File: src/rtl/neuron_pkg.sv
// Shared types and constants for the neuron layer controller.
package neuron_pkg;

  localparam int WEIGHT_W    = 16;
  localparam int SUM_W       = 32;
  localparam int SUM_MIN     = -32768;
  localparam int SUM_MAX     = 32767;
  localparam int ADDR_OFFSET = 32768;

  typedef enum logic [1:0] {
    IDLE,
    RUN,
    DRAIN,
    DONE
  } state_t;

endpackage

File: src/rtl/neuron_sat_addr.sv
// Clamps a signed neuron sum into the 16-bit sigmoid LUT address space.
module neuron_sat_addr
  import neuron_pkg::*;
(
  input  logic signed [SUM_W-1:0] sum,
  output logic [15:0]             addr,
  output logic                    clamped
);

  always_comb begin
    addr    = '0;
    clamped = 1'b0;
    if (sum < SUM_MIN) begin
      addr    = '0;
      clamped = 1'b1;
    end else if (sum > SUM_MAX) begin
      addr    = '1;
      clamped = 1'b1;
    end else begin
      addr = 16'(sum + ADDR_OFFSET);
    end
  end

endmodule

File: src/rtl/neuron_layer_ctrl.sv
// Time-multiplexed neuron layer: one neuron per cycle onto a shared sigmoid LUT.
// Optional saturation statistics counter enabled by macro NEURON_SAT_STATS_EN.
module neuron_layer_ctrl
  import neuron_pkg::*;
#(
  parameter int NUM_NEURONS = 4,
  parameter int LUT_LATENCY = 2
) (
  input  logic        clk,
  input  logic        rst_n,
  input  logic        start,
  input  logic [2:0]  x_in,
  input  logic        cfg_we,
  input  logic [3:0]  cfg_idx,
  input  logic [1:0]  cfg_sel,
  input  logic [15:0] cfg_data,
  output logic [13:0] lut_addr,
  input  logic [7:0]  lut_q,
  output logic        out_valid,
  output logic [3:0]  out_idx,
  output logic [7:0]  out_data,
  output logic        busy,
  output logic        done,
  output logic [15:0] sat_count
);

  localparam logic [4:0] NUM_N      = 5'(NUM_NEURONS);
  localparam logic [4:0] LAST_ISSUE = 5'(NUM_NEURONS - 1);
  localparam logic [4:0] DRAIN_LAST = 5'(LUT_LATENCY);

  state_t state, state_nxt;
  logic [4:0] cnt;
  logic [2:0] x_lat;
  logic signed [WEIGHT_W-1:0] w_mem [16][4];

  logic                       cfg_ok;
  logic                       issue;
  logic [3:0]                 issue_idx;
  logic [2:0]                 x_sel;
  logic signed [WEIGHT_W-1:0] w_eff [4];
  logic signed [SUM_W-1:0]    sum;
  logic [15:0]                sat_addr;
  logic                       sat_clamped;
  logic [13:0]                addr_d;
  logic [1:0]                 unused_addr_lsb;

  logic       issue_v;
  logic [3:0] issue_idx_q;
  logic       pv   [LUT_LATENCY];
  logic [3:0] pidx [LUT_LATENCY];

  always_ff @(posedge clk or negedge rst_n) begin
    if (!rst_n) state <= IDLE;
    else        state <= state_nxt;
  end

  always_comb begin
    state_nxt = state;
    case (state)
      IDLE:    if (start) state_nxt = RUN;
      RUN:     if (cnt == LAST_ISSUE) state_nxt = DRAIN;
      DRAIN:   if (cnt == DRAIN_LAST) state_nxt = DONE;
      DONE:    state_nxt = IDLE;
      default: state_nxt = IDLE;
    endcase
  end

  assign busy = (state != IDLE);
  assign done = (state == DONE);

  // Neuron 0 is issued on the start cycle itself, so a same-cycle cfg write
  // must be forwarded around the weight store to reach that first issue.
  always_comb begin
    cfg_ok    = cfg_we && (state == IDLE) && ({1'b0, cfg_idx} < NUM_N);
    issue     = ((state == IDLE) && start) || ((state == RUN) && (cnt != LAST_ISSUE));
    issue_idx = (state == IDLE) ? 4'd0 : cnt[3:0] + 4'd1;
    x_sel     = (state == IDLE) ? x_in : x_lat;
    for (int unsigned s = 0; s < 4; s++) begin
      w_eff[s] = w_mem[issue_idx][s];
      if (cfg_ok && (cfg_idx == issue_idx) && (cfg_sel == 2'(s)))
        w_eff[s] = signed'(cfg_data);
    end
    sum = SUM_W'(w_eff[3]);
    for (int unsigned s = 0; s < 3; s++) begin
      if (x_sel[s]) sum = sum + SUM_W'(w_eff[s]);
    end
  end

  neuron_sat_addr u_sat_addr (
    .sum     (sum),
    .addr    (sat_addr),
    .clamped (sat_clamped)
  );

  assign {addr_d, unused_addr_lsb} = sat_addr;

  always_ff @(posedge clk or negedge rst_n) begin
    if (!rst_n) begin
      cnt         <= '0;
      x_lat       <= '0;
      lut_addr    <= '0;
      issue_v     <= 1'b0;
      issue_idx_q <= '0;
      out_valid   <= 1'b0;
      out_idx     <= '0;
      out_data    <= '0;
      for (int unsigned k = 0; k < LUT_LATENCY; k++) begin
        pv[k]   <= 1'b0;
        pidx[k] <= '0;
      end
      for (int unsigned n = 0; n < 16; n++) begin
        for (int unsigned s = 0; s < 4; s++) w_mem[n][s] <= '0;
      end
    end else begin
      if (state != state_nxt)                   cnt <= '0;
      else if ((state == RUN) || (state == DRAIN)) cnt <= cnt + 5'd1;

      if ((state == IDLE) && start) x_lat <= x_in;
      if (cfg_ok) w_mem[cfg_idx][cfg_sel] <= signed'(cfg_data);

      issue_v <= issue;
      if (issue) begin
        lut_addr    <= addr_d;
        issue_idx_q <= issue_idx;
      end

      // Last stage lines up with lut_q for the address issued LUT_LATENCY cycles earlier.
      pv[0]   <= issue_v;
      pidx[0] <= issue_idx_q;
      for (int unsigned k = 1; k < LUT_LATENCY; k++) begin
        pv[k]   <= pv[k-1];
        pidx[k] <= pidx[k-1];
      end

      out_valid <= pv[LUT_LATENCY-1];
      if (pv[LUT_LATENCY-1]) begin
        out_idx  <= pidx[LUT_LATENCY-1];
        out_data <= lut_q;
      end
    end
  end

`ifdef NEURON_SAT_STATS_EN
  logic [15:0] sat_cnt;

  always_ff @(posedge clk or negedge rst_n) begin
    if (!rst_n)                                      sat_cnt <= '0;
    else if (issue && sat_clamped && (sat_cnt != '1)) sat_cnt <= sat_cnt + 16'd1;
  end

  assign sat_count = sat_cnt;
`else
  logic unused_clamped;
  assign unused_clamped = sat_clamped;
  assign sat_count      = '0;
`endif

endmodule

File: config.mk
export PLATFORM = sky130hd
export DESIGN_NAME = neuron_layer_ctrl
export DESIGN_NICKNAME = d
export VERILOG_FILES = /design/src/rtl/neuron_pkg.sv /design/src/rtl/neuron_sat_addr.sv /design/src/rtl/neuron_layer_ctrl.sv
export SDC_FILE = /design/constraint.sdc
export NUM_CORES = 2
export LEC_CHECK = 0
export CAP_MARGIN = 20
export CORE_MARGIN = 2
export CORE_UTILIZATION = 67
export DETAILED_ROUTE_END_ITERATION = 16
export PLACE_DENSITY = 0.9
export SLEW_MARGIN = 20
export SYNTH_ARGS = -nofsm -noshare
export SYNTH_HDL_FRONTEND = slang
export SYNTH_SLANG_ARGS = --single-unit
File: constraint.sdc
create_clock -name clk -period 19.7 [get_ports clk]
set_input_delay 2.955 -clock clk [delete_from_list [all_inputs] [get_ports clk]]
set_output_delay 2.955 -clock clk [all_outputs]
set_load 0.03 [all_outputs]
Yosys cells after proc, flatten, opt, wreduce, memory -nomap -nowiden
Cells that the tools add are included.
{"block": "classes", "shifts": 0, "n_reduce_logical": 17, "n_mul": 0, "eq_ne": 11, "bitwise_logic": 3, "order_cmp": 8, "mux": 25, "div_mod_pow": 0, "addsub": 6}
{"operator": "1024-bit bitwise mux", "count": 1}
{"operator": "64-bit binary-select mux with 4-bit select", "count": 1}
{"operator": "64-bit demux with 4-bit select", "count": 1}
{"operator": "64-bit two-way mux", "count": 3}
{"operator": "16-bit two-way mux", "count": 7}
{"operator": "32-bit two-way mux", "count": 3}
{"operator": "32-bit by 16-bit adder with 32-bit output", "count": 2}
{"operator": "16-bit demux with 2-bit select", "count": 1}
{"operator": "32-bit by 16-bit greater-than comparator with 1-bit output (second input constant)", "count": 1}
{"operator": "32-bit by 16-bit < comparator with 1-bit output (second input constant)", "count": 1}
{"operator": "16-bit by 16-bit adder with 17-bit output", "count": 1}
{"operator": "16-bit adder (second input constant)", "count": 1}
{"operator": "1-bit logical AND", "count": 11}
{"operator": "5-bit by 2-bit == test with 1-bit output (second input constant)", "count": 2}
{"operator": "5-bit greater-or-equal comparator (second input constant)", "count": 2}
{"operator": "5-bit two-way mux", "count": 2}
{"operator": "4-bit NOT with 5-bit output", "count": 2}
{"operator": "2-bit == test (second input constant)", "count": 4}
{"operator": "2-bit one-hot mux with 4 select lines", "count": 1}
{"operator": "2-bit two-way mux", "count": 3}
{"operator": "5-bit by 1-bit adder with 5-bit output (second input constant)", "count": 1}
{"operator": "5-bit by 1-bit < comparator with 1-bit output (second input constant)", "count": 1}
{"operator": "5-bit by 2-bit inequality test with 1-bit output (second input constant)", "count": 1}
{"operator": "4-bit by 1-bit adder with 4-bit output (second input constant)", "count": 1}
{"operator": "other kinds (12)", "count": 16}
{"block": "word_totals", "romBits": 0, "latch_bits": 0, "ram_bits": 0, "memories": 0, "elab_cells": 147, "ff_bits": 1076, "out_inout_bits": 45}

Logic depth before layout (Yosys ltp)
{"block": "depth", "word_depth": 16, "ltp_mapped": 53, "depth_no_buf": 43}

By module
Synthesis repeated with hierarchy kept, for this count alone.
{"block": "unflattened", "hier_cells": 4572, "area_unflattened_um2": 47957.2}
{"module": "neuron_layer_ctrl", "cells_per_inst": 4542, "n_inst": 1, "area_per_inst_um2": 47690.7}
{"module": "neuron_sat_addr", "cells_per_inst": 30, "n_inst": 1, "area_per_inst_um2": 266.5}

Least setup slack after synthesis
Ideal clock, no wire load.
{"block": "synth_timing", "path_type": "input -> register", "from": "input port cfg_idx[3]", "to": "register lut_addr[10]", "n_path_buf": 7, "setup_time_ns": 0.066, "arrival_time_ns": 10.868, "required_ns": 19.634, "path_slack_ns": 8.766, "path_stages": 39, "cell_sequence": "nand4bb_1 nor3_2 and3_1 clkbuf_1 clkbuf_1 buf_1 nand2_1 o31a_1 inv_1 ha_1 inv_1 fa_1 nor2b_1 o31a_1 o31ai_2 o41ai_2 o21ai_0 o21a_1 [3 not listed] inv_1 a21oi_1 o21ai_1 o32a_2 ha_1 buf_2 a21o_1 a21o_1 a21o_1 o21bai_1 a211oi_1 mux2i_1 or4_1 nor4b_1 o211ai_1 o32ai_2 buf_4 a22o_1"}
{"block": "synth_between", "elab_chain_cells": 14}
{"element": "start, declared", "line": "neuron_layer_ctrl.sv:14", "source": "input logic [3:0] cfg_idx,"}
{"element": "4-bit by 3-bit < comparator with 1-bit output", "line": "neuron_layer_ctrl.sv:74", "source": "cfg_ok = cfg_we && (state == IDLE) && ({1'b0, cfg_idx} < NUM_N);"}
{"element": "1-bit logical AND", "line": "neuron_layer_ctrl.sv:74"}
{"element": "1-bit logical AND (*)", "line": "neuron_layer_ctrl.sv:80", "source": "if (cfg_ok && (cfg_idx == issue_idx) && (cfg_sel == 2'(s)))"}
{"element": "1-bit logical AND", "line": "neuron_layer_ctrl.sv:80"}
{"element": "16-bit two-way mux", "line": "neuron_layer_ctrl.sv:80"}
{"element": "16-bit by 16-bit adder with 17-bit output", "line": "neuron_layer_ctrl.sv:85", "source": "if (x_sel[s]) sum = sum + SUM_W'(w_eff[s]);"}
{"element": "32-bit two-way mux", "line": "neuron_layer_ctrl.sv:85"}
{"element": "32-bit by 16-bit adder with 32-bit output", "line": "neuron_layer_ctrl.sv:85"}
{"element": "32-bit two-way mux", "line": "neuron_layer_ctrl.sv:85"}
{"element": "32-bit by 16-bit adder with 32-bit output", "line": "neuron_layer_ctrl.sv:85"}
{"element": "32-bit two-way mux (*)", "line": "neuron_layer_ctrl.sv:85"}
{"element": "32-bit by 16-bit greater-than comparator with 1-bit output / 16-bit adder (equally long branches)", "line": "neuron_sat_addr.sv:16, neuron_sat_addr.sv:20"}
{"element": "16-bit two-way mux", "line": "neuron_sat_addr.sv:16", "source": "end else if (sum > SUM_MAX) begin"}
{"element": "16-bit two-way mux (*)", "line": "neuron_sat_addr.sv:13", "source": "if (sum < SUM_MIN) begin"}
{"element": "end signal, assigned", "line": "neuron_layer_ctrl.sv:123", "source": "lut_addr <= addr_d;"}
{"element": "end, declared", "line": "neuron_layer_ctrl.sv:17", "source": "output logic [13:0] lut_addr,"}
Every way passes the cells marked *; elsewhere a longest branch is shown, timed or not.
A chain may end at the register's enable or synchronous reset.

Worst setup path after layout
{"block": "layout_timing", "from": "register cnt[0]", "to": "register lut_addr[7]"}
{"block": "layout_between", "elab_chain_cells": 16}
{"element": "start, declared", "line": "neuron_layer_ctrl.sv:32", "source": "logic [4:0] cnt;"}
{"element": "start signal, assigned", "line": "neuron_layer_ctrl.sv:116", "source": "else if ((state == RUN) || (state == DRAIN)) cnt <= cnt + 5'd1;"}
{"element": "4-bit by 1-bit adder with 4-bit output", "line": "neuron_layer_ctrl.sv:76", "source": "issue_idx = (state == IDLE) ? 4'd0 : cnt[3:0] + 4'd1;"}
{"element": "4-bit two-way mux", "line": "neuron_layer_ctrl.sv:76"}
{"element": "4-bit NOT with 5-bit output (not written as such)", "line": "neuron_layer_ctrl.sv:79", "source": "w_eff[s] = w_mem[issue_idx][s];"}
{"element": "64-bit binary-select mux with 4-bit select", "line": "neuron_layer_ctrl.sv:79"}
{"element": "64-bit two-way mux (not written as such) (2 in a row)", "line": "neuron_layer_ctrl.sv:79"}
{"element": "16-bit two-way mux", "line": "neuron_layer_ctrl.sv:80"}
{"element": "16-bit by 16-bit adder with 17-bit output", "line": "neuron_layer_ctrl.sv:85"}
{"element": "32-bit two-way mux", "line": "neuron_layer_ctrl.sv:85"}
{"element": "32-bit by 16-bit adder with 32-bit output", "line": "neuron_layer_ctrl.sv:85"}
{"element": "32-bit two-way mux", "line": "neuron_layer_ctrl.sv:85"}
{"element": "32-bit by 16-bit adder with 32-bit output", "line": "neuron_layer_ctrl.sv:85"}
{"element": "32-bit two-way mux", "line": "neuron_layer_ctrl.sv:85"}
{"element": "32-bit by 16-bit greater-than comparator with 1-bit output / 16-bit adder (equally long branches)", "line": "neuron_sat_addr.sv:16, neuron_sat_addr.sv:20"}
{"element": "16-bit two-way mux", "line": "neuron_sat_addr.sv:16"}
{"element": "16-bit two-way mux", "line": "neuron_sat_addr.sv:13"}
Several ways; a longest one is shown, not always the timed one. The select of a mux whose other input is x is not followed.

==> results.md <==
Outcome:
- The flow ran to the end, and the final reports show no timing, DRC or antenna violations.

CTS:
- The clock tree from TritonCTS is yes.
- The clock reaches the later pin of the worst-skew pair after 0.70 ns.
- The number of setup buffers added after CTS is 0.
- The H-tree was split into 3 levels.
- The clock sink total is 1076.
- The total of hold buffers inserted after clock tree synthesis is 0.
- The maximum root-to-sink buffer count is 3.
- The number of gates given a new drive strength after cts is 0.
- Clock tree synthesis selected as its root buffer the cell sky130_fd_sc_hd__clkbuf_16.
- The clock slew seen by the registers of the worst setup and hold paths is 0.07 ns.
- The number of clock buffers added by TritonCTS is 100.

Yosys:
- Counting flops and latches in the post-synthesis netlist gives 1076.
- Yosys mapped the design onto 102 distinct sky130hd cell types.
- After synthesis, the cell types taking the most area are sky130_fd_sc_hd__dfrtp_1 (56%), sky130_fd_sc_hd__clkbuf_1 (7.5%), sky130_fd_sc_hd__nand2_1 (6.0%).
- The average instance area after synthesis is between 10 and 15 µm².
- Synthesis handed over a netlist of 4735 instances.
- sky130_fd_sc_hd__dfrtp_1 takes more of the synthesized area than any other cell.
- The Yosys warning count is 0.
- Yosys mapped a number of flops with a built-in enable equal to 0.
- After synthesis, the largest area contributor takes up 55.61% of total cell area.
- For this run, the register share of the synthesized area comes to around 56%.
- The synthesized cell area is around 48000 µm².
- In the synthesized netlist the dominant register cell turns out to be sky130_fd_sc_hd__dfrtp_1.
- After synthesis, the share of flip-flops with an asynchronous set or reset is 100.0%.

Route:
- In the final routed layout, each cell accounts on average for 24.72 µm.
- The average vias per placed instance is 6.637.
- The met1 wire length is 47460 µm.
- The number of detailed-route iterations in the first pass is 8.
- The number of vias after detailed routing is 32773.
- The final layout contains routed wiring with a total length of 122100 µm.
- The met3 wire length is roughly 12000 µm.
- The highest layer touched by signal routing is met4.
- In the routed design, unresolved DRC markers number 0.
- The remaining number of nets flagged by the antenna check after routing is 0.
- The met2 wirelength from detailed routing is roughly 56000 µm.
- For this block, the initial DRC count from the detailed router was approximately 4200.

Min path:
- The hold path endpoint is pidx[2].
- The worst hold path class is register to register.
- Counting instances, the worst hold path has a depth of 0.
- The startpoint identified for the worst hold timing path is pidx[6].

Cells and area:
- The final cell utilization of the core is 70.46%.
- The storage element area is 26930 µm².
- The combined area of the multi-input logic cells is 17260 µm².
- 0 antenna diodes ended up in the layout.
- The count of nets after finishing is 4013.
- The fraction of final layout cells with drive strength greater than 1 is between 10 and 15%.
- Fill cells in the final layout number 4216.
- Relative to the synthesized area, the layout overhead comes to 4.034%.

Setup path:
- The end of the worst register-to-register path is lut_addr[7].
- The setup slack on the worst flop-to-flop path is roughly 7 ns.
- The most numerous cell type found on the critical path is sky130_fd_sc_hd__ha_1.
- The peak fanout along the critical path is 165.
- The delay of the slowest cell on the worst path is 0.82 ns.
- The number of buffers and inverters on the critical path is 7.
- The number of cells on the worst reg-to-reg path is 40.
- The worst register-to-register path begins at cnt[0].
- For the worst setup path, the data arrival time is 13.42 ns.
- The worst setup path is of the register to register kind.
- The worst setup path is launched from a register.
- STA classifies the critical path endpoint as a register.
- Data on the critical path is required at its endpoint by 20.30 ns.
- On the critical path the largest part of the delay comes from compound AO/OA/AOI/OAI gates.
- For this design, the slowest cell found on the critical path is sky130_fd_sc_hd__dfrtp_4.

Global route:
- The total congestion overflow after global routing is 0.
- The number of global-route vias before repair is 34016.
- The first-pass GRT wire length is 191500 µm.
- The number of antenna violations at the first check in global routing is 0.
- The total routing usage reported by global routing is 32.99%.
- The maximum number of pins on one net before global-route repair is roughly 200.

STA:
- The setup violation total in the final timing report is 0.
- For the pin with the worst max-slew slack, the measured transition is around 1.2 ns.
- The maximum clock frequency is 0.07799 GHz.
- Adding up every negative setup slack in the final design gives 0 ns.
- The number of failing hold endpoints at the final stage was 0.
- The worst pin sits at a relative slew slack of 21.25%.
- The number of max-slew violations in the final report is 0.
- Setup repair after global routing left no endpoint under its margin.
- The worst path needs ~13 ns of the cycle, external delays included.
- The worst path meets setup with 6.878 ns of slack.
- The maximum clock skew at final layout is 0.03375 ns.
- The worst path uses 65.08% of the clock period.

Placed design:
- The congestion estimate from routability-driven global placement came to ~0.94.
- The sum of net half-perimeters after detailed placement is between 60000 and 70000 µm.
- At the placement stage, the worst setup path has a slack of ~7.4 ns.
- The count of buffers inserted at the top-level ports is 65.

Die:
- The region available for standard cell placement spans 71490 µm².
- Measured along the x axis, the die boundary spans about 270 µm.
- For this design the top-level I/O count stands at 82.
- The initial utilization of the core area, before any placement, comes to 67.73%.
- The die span in y is about 270 µm.
- The die covers 74430 µm².
- Row generation in the floorplan step produced 98 rows.

Pwr:
- The worst vdd rail ir drop is 0.2771 mV.
- For this design the ratio of total power to cell area is 189.0 nW/µm².
- For this design the static power due to leakage is 0.02364 µW.

Run:
- The count of max-cap constraint violations is 0.
-- cells in the final DEF (no fill, tap or decap), types with 87 or more instances in the layout --
cell and count:
sky130_fd_sc_hd__dfrtp_1 1075, sky130_fd_sc_hd__nand2_1 775, sky130_fd_sc_hd__mux2_2 249, sky130_fd_sc_hd__nand3_1 177, sky130_fd_sc_hd__a311oi_1 158, sky130_fd_sc_hd__a211oi_1 126
sky130_fd_sc_hd__mux2i_1 102, sky130_fd_sc_hd__clkbuf_16 100, sky130_fd_sc_hd__o21ai_0 97, sky130_fd_sc_hd__and2_1 87
-- Yosys cell counts, drive strengths merged (6+ instances only) --
cell     instances
xnor2           35
and3             9
or2              8
mux4            21
a22o            11
xor2            18
nor2            82
o32a             8
mux2i          104
o21ai          111
mux2           251
a31oi           25
a41oi            7
and2            88
inv             36
nor2b            9
o22ai           72
clkbuf         982
a2111oi          6
a21oi           69
a311oi         159
o211ai          15
and4            25
nand4           11
o31ai           57
nand2          778
ha              70
nand3          178
dfrtp         1076
buf            101
a21o            28
nor3            36
nand2b          13
o21a            12
a211oi         128
a221oi          15
-- through the flow --
stage                     power (µW)  area [µm²]  hold slack [ns]  cells
after floorplan                 6058       48470           0.3312   4750
after global placement          7198       46750           0.3331   4747
after detailed placement        7292       46750           0.3363   4747
after CTS                       9402       50290           0.3437   4934
after global routing           10010       50370           0.3510   4938
final                           9521       50370           0.3335   4938
-- power by group --
part           internal, µW  switching (µW)
clock network          1180             880
registers              2330            95.0
logic                  1770            3260
-- worst max-delay path by stage --
stage | cells after the start | to | from | slack, ns
floorplan | 39 | lut_addr[10] | cfg_idx[3] | 8.77
global placement | 38 | lut_addr[7] | cfg_idx[3] | 7.54
detailed placement | 34 | lut_addr[7] | cfg_idx[1] | 7.40
CTS | 37 | lut_addr[7] | cnt[0] | 7.28
global route | 37 | lut_addr[7] | cnt[0] | 6.09
finish | 40 | lut_addr[7] | cnt[0] | 6.88
-- logic make-up (layout without fill, tap and decap cells) --
| group | count (synthesis) | in the layout | share of synthesized area (%) |
|---|---|---|---|
| AND/OR/NAND/NOR | 1258 | 1258 | 11.53 |
| buffers and inverters | 1119 | 357 | 9.063 |
| flip-flops | 1076 | 1076 | 55.61 |
| AO/OA/AOI/OAI | 777 | 777 | 11.81 |
| multiplexers | 376 | 376 | 8.965 |
| adder cells (fa/ha/maj) | 75 | 75 | 1.979 |
| XOR/XNOR | 53 | 53 | 1.029 |
| other | 1 | 16 | 0.007745 |
-- per-layer routing --
metal | GRT usage (%) | vias to the layer above
met5 | 0 | -
met4 | 18.44 | 0
met3 | 8.347 | 505
met2 | 49.99 | 2010
met1 | 43.94 | 16156
li1 | - | 14102
-- final cells by class --
cell class	count	share of cell area, %
clock inverters	45	1.267
well taps	950	2.360
multi-input cells	2555	34.27
repair buffers	134	2.606
clock buffers	142	5.758
flip-flops and latches	1076	53.46
inverters	36	0.2732
-- registers in the layout, summed over array words and instances, names as in the netlist --
register / count
cnt: 5
issue_idx_q: 4
issue_v: 1
lut_addr: 14
out_data: 8
out_idx: 4
out_valid: 1
pidx: 8
pv: 2
state: 2
w_mem: 1024
x_lat: 3
Power figures use the tool's default switching activity.
